<file path="src/rtl/ext_share_arbiter.sv">
// ext_share_arbiter: round-robin share of one 16->32 immediate extend unit among NUM_REQ requesters
//   clk, rst_n   : clock, asynchronous active-low reset
//   req_valid    : per-requester request valid
//   req_ready    : per-requester accept (one-hot or zero, combinational)
//   req_imm16    : immediates, requester i on bits [16i+15:16i]
//   req_extop    : 0 = zero extend, 1 = sign extend
//   req_shift2   : branch-offset form (shift left 2), only with EXT_SHIFT2_EN defined
//   resp_valid   : output register holds a result
//   resp_ready   : consumer accepts the result
//   resp_data    : extended immediate
//   resp_id      : requester that produced resp_data
//   busy         : same as resp_valid
module ext_share_arbiter #(
    parameter int NUM_REQ = 2,
    parameter int ID_W    = 2
) (
    input  logic                   clk,
    input  logic                   rst_n,
    input  logic [NUM_REQ-1:0]     req_valid,
    output logic [NUM_REQ-1:0]     req_ready,
    input  logic [16*NUM_REQ-1:0]  req_imm16,
    input  logic [NUM_REQ-1:0]     req_extop,
`ifdef EXT_SHIFT2_EN
    input  logic [NUM_REQ-1:0]     req_shift2,
`endif
    output logic                   resp_valid,
    input  logic                   resp_ready,
    output logic [31:0]            resp_data,
    output logic [ID_W-1:0]        resp_id,
    output logic                   busy
);
    typedef enum logic {EMPTY, FULL} state_t;
    state_t state_q, state_d;
    logic [ID_W-1:0] last_q, gnt_idx, cand;
    logic [NUM_REQ-1:0] sel;
    logic gnt_any, slot_free, grant, ext_op;
    logic [15:0] imm;
    logic [31:0] ext_val, new_data;
    // Scan last+1, last+2, ... and keep the first valid requester found.
    always_comb begin
        gnt_any = 1'b0;
        gnt_idx = '0;
        cand    = '0;
        for (int k = 1; k <= NUM_REQ; k++) begin
            cand = ID_W'((int'(last_q) + k) % NUM_REQ);
            if (!gnt_any && |(req_valid & (NUM_REQ'(1) << cand))) begin
                gnt_any = 1'b1;
                gnt_idx = cand;
            end
        end
    end
    assign slot_free = (state_q == EMPTY) || resp_ready;
    assign grant     = slot_free && gnt_any;
    assign sel       = NUM_REQ'(1) << gnt_idx;
    assign req_ready = grant ? sel : '0;
    assign imm       = 16'(req_imm16 >> {gnt_idx, 4'b0000});
    assign ext_op    = |(req_extop & sel);
    // An unknown extend mode smears the immediate's sign bit across the whole word.
    always_comb begin
        case (ext_op)
            1'b0:    ext_val = {16'h0000, imm};
            1'b1:    ext_val = {{16{imm[15]}}, imm};
            default: ext_val = {32{imm[15]}};
        endcase
    end
`ifdef EXT_SHIFT2_EN
    assign new_data = |(req_shift2 & sel) ? {ext_val[29:0], 2'b00} : ext_val;
`else
    assign new_data = ext_val;
`endif
    // A grant always fills the slot; a free slot without a grant empties it.
    always_comb begin
        state_d = state_q;
        state_d = grant ? FULL : (slot_free ? EMPTY : state_q);
    end
    always_ff @(posedge clk or negedge rst_n) begin
        if (!rst_n) state_q <= EMPTY;
        else        state_q <= state_d;
    end
    always_ff @(posedge clk or negedge rst_n) begin
        if (!rst_n) begin
            resp_data <= '0;
            resp_id   <= '0;
            last_q    <= ID_W'(NUM_REQ - 1);
        end else if (grant) begin
            resp_data <= new_data;
            resp_id   <= gnt_idx;
            last_q    <= gnt_idx;
        end
    end
    assign resp_valid = (state_q == FULL);
    assign busy       = resp_valid;
endmodule

</file>
<file path="config.mk">
export PLATFORM = sky130hd
export DESIGN_NAME = ext_share_arbiter
export DESIGN_NICKNAME = d
export VERILOG_FILES = /design/src/rtl/ext_share_arbiter.sv
export SDC_FILE = /design/constraint.sdc
export NUM_CORES = 1
export LEC_CHECK = 0
export CAP_MARGIN = 5
export CORE_MARGIN = 3
export CORE_UTILIZATION = 33
export DETAILED_ROUTE_END_ITERATION = 7
export GPL_TIMING_DRIVEN = 0
export PLACE_DENSITY = 0.8
export SYNTH_ARGS = -nofsm -noshare
export SYNTH_HDL_FRONTEND = slang
export SYNTH_SLANG_ARGS = --single-unit
export TNS_END_PERCENT = 10
</file>
<file path="constraint.sdc">
create_clock -name clk -period 2.1 [get_ports clk]
set_clock_uncertainty 0.1 [all_clocks]
set_input_delay 0.42 -clock clk [delete_from_list [all_inputs] [get_ports clk]]
set_output_delay 0.42 -clock clk [all_outputs]
set_load 0.05 [all_outputs]
</file>
==> qor.csv, run 1 <==
metric,value,unit
drv_cap,0,
gp_congestion,0.7621,
worst_pin_slew,912.6,ps
io_buffers,75,
async_reset_ff_share,100.0,%
worstSetupStartpointType,primary input,
clock_path_buffers,2,
dp.cells,195,
p_switching,0.6775,mW
cts_root_buf,clkbuf_4,
worstSetupPathType,in -> out,
synth.area.top_cells,"dfrtp_1 (48%), a222oi_1 (15%), buf_4 (14%)",
outcome,"complete, but fails checks",
period_share,100.1,%
cts_buffers,3,
violations,negative setup slack,
yosys-top-cells-count,"buf_4 (19), dfrtp_1 (19), a222oi_1 (15), inv_1 (15), nand2_1 (4)",
synth_top_area_share,48.04,%
fin_nets,213,
critPathCaptureType,output pin,
max_clock_freq,0.4756,GHz
drt.antenna.violating_nets,0,
setup_violations,1,
rsz0062_at_grt,true,
clock_power_share,12.9,%
grt_pass1_wl,4498,microns
insertion_delay,290,ps
synth-edff-count,0,
combPwrFrac,55.0,%
power,1.532,mW
syn-cell-area,989.7,sq um
drive_above_1_share,30.06,%
die_y,60.77,microns
via_per_inst,4.843,
peakVddDrop,448.6,uV
dieArea,0.003692,sq mm
pre_cts_slack,-941.6,ps
slew_headroom,38.97,%
io_pins,77,
p_leak,0.9150,nW
grt_pass1_vias,958,
hold_ws,390.2,ps
p_int,0.8543,mW
area_delta_synth_final,84.45,%
htreeDepth,1,
stdcell_count,204,
grt_use_total,16.54,%
rows,19,
syn_avg_cell_area,11.12,sq um
fin_crit,2103,ps
synth_largest_area_cell,dfrtp_1,
cts_hold_buf,0,
ys_warn_count,0,
antenna_found_initial,0,
dr_total_vias,988,
coreArea,0.002805,sq mm
required,1580,ps
yosysSeqAreaShare,50.70,%
cp.arrival,1580,ps
grt_max_degree,21,
sw_frac_of_total,44.23,%
cts.sink_count,20,
drt_iter0_markers,88,
initial_core_util,35.28,%
crit_fanout,10,
synth_flop_cell,dfrtp_1,
yosys.cell_types.count,21,
first_pass_iters,4,
syn_inst,89,
die_x,60.77,microns
antenna_cells,0,
power_density,839.1,mW/mm^2
final_max_slew_viol_count,0,
drc,0,
cts.clk_slew.worst_paths,120,ps
dp_hpwl,2338,microns
fin_ws,-2.813,ps
wirelength,3086,microns
wl_per_cell,15.13,microns
seq_power_share,32.1,%
synth-seq-cells,20,
min_path_type,reg -> reg,
grt.overflow.total,0,
cts_tree,built,
syn_nets,128,
hold_violations,0,
metal layers:
metal	routed length, microns	vias up	GRT usage [%]
li1	-	467	-
met1	1158	476	18.15
met2	1655	43	31.15
met3	263	2	4.255
met4	8	0	4.644
met5	0	-	0
repair_timing:
item / CTS / global route
setup endpoints to repair: 19 / 4
pin swaps: 0 / 1
gates resized for setup: 37 / 3
buffers inserted: 0 / 6
cell usage in the layout (no fill, tap or decap), drive strengths merged:
| cell | instances |
|---|---|
| a22oi | 1 |
| mux2i | 1 |
| nor2 | 1 |
| o21ai | 2 |
| dfrtp | 19 |
| dlymetal6s2s | 1 |
| conb | 1 |
| a222oi | 15 |
| clkbuf | 5 |
| a21o | 2 |
| a21boi | 1 |
| dfstp | 1 |
| buf | 44 |
| inv | 15 |
| nand2b | 2 |
| clkdlybuf4s50 | 54 |
| and3 | 1 |
| nand2 | 4 |
| dlygate4sd2 | 2 |
| and2 | 1 |
state kept, by name, summed over array words and instances (netlist names):
name       count
busy           1
resp_id        1
resp_data     17
last_q         1
kinds of logic (layout without fill, tap and decap cells):
group                  count (synthesis)  after routing  share of synthesized area (%)
buffers and inverters                 37            121                          23.13
AOI/OAI and AO/OA                     21             21                          19.59
muxes                                  1              1                          1.011
and+or+nand+nor                        9              9                          5.183
other                                  1              1                         0.3789
DFF                                   20             20                          50.70
worst max-delay path, stage by stage:
cell	delay, ps
clkdlybuf4s50_1	470
nand2b_4	140
and3_1	170
buf_6	110
buf_8	120
buf_8	150
area by class of cell:
type / instances / area [sq um]
fill: 229 / 979.7
timing repair buffer: 81 / 765.7
sequential: 20 / 503.0
multi-input combinational: 32 / 262.8
buffer: 21 / 172.7
inverter: 15 / 56.30
tap: 31 / 38.79
clock buffer: 4 / 26.28
worst paths after layout:
check / to / start / depth (start not counted) / slack (ps)
worst max-delay path: req_ready[0] / resp_ready / 6 / -3
worst max register to register: resp_data[6]$_DFFE_PN0N_ / last_q[0]$_DFFE_PN1N_ / 6 / 470
worst min register to register: resp_id[0]$_DFFE_PN0N_ / resp_id[0]$_DFFE_PN0N_ / 1 / 390
max in group asynchronous: resp_data[30]$_DFFE_PN0N_ / rst_n / 1 / 770
worst min-delay path: resp_id[0]$_DFFE_PN0N_ / resp_id[0]$_DFFE_PN0N_ / 1 / 390
min in group asynchronous: resp_data[13]$_DFFE_PN0N_ / rst_n / 1 / 520
power groups by stage:
stage / clock [mW] / sequential (mW) / combinational (mW)
floorplan: 0 / 0.698 / 0.329
global placement: 0 / 0.495 / 0.832
detailed placement: 0 / 0.499 / 0.844
CTS: 0.200 / 0.493 / 0.833
global route: 0.217 / 0.503 / 0.877
finish: 0.197 / 0.492 / 0.843
stage by stage:
step           setup TNS [ps]  instance area [sq um]  utilization, %
6_report               -2.813                   1826           65.08
4_1_cts                -74.53                   1775           63.29
5_1_grt                -62.16                   1826           65.08
2_1_floorplan               0                  989.7               -
3_5_place_dp            -2071                   1779           63.43
3_3_place_gp            -1632                   1779           63.43
No activity file was read; power rests on OpenSTA's default activity.
==> run 2: changes to the inputs <==
--- a/config.mk
+++ b/config.mk
@@ -11,6 +11,7 @@
 export DETAILED_ROUTE_END_ITERATION = 7
 export GPL_TIMING_DRIVEN = 0
 export PLACE_DENSITY = 0.8
+export SLEW_MARGIN = 0
 export SYNTH_ARGS = -nofsm -noshare
 export SYNTH_HDL_FRONTEND = slang
 export SYNTH_SLANG_ARGS = --single-unit
==> results of run 2 <==
Final layout, timing and power as in run 1 (identical DEF).
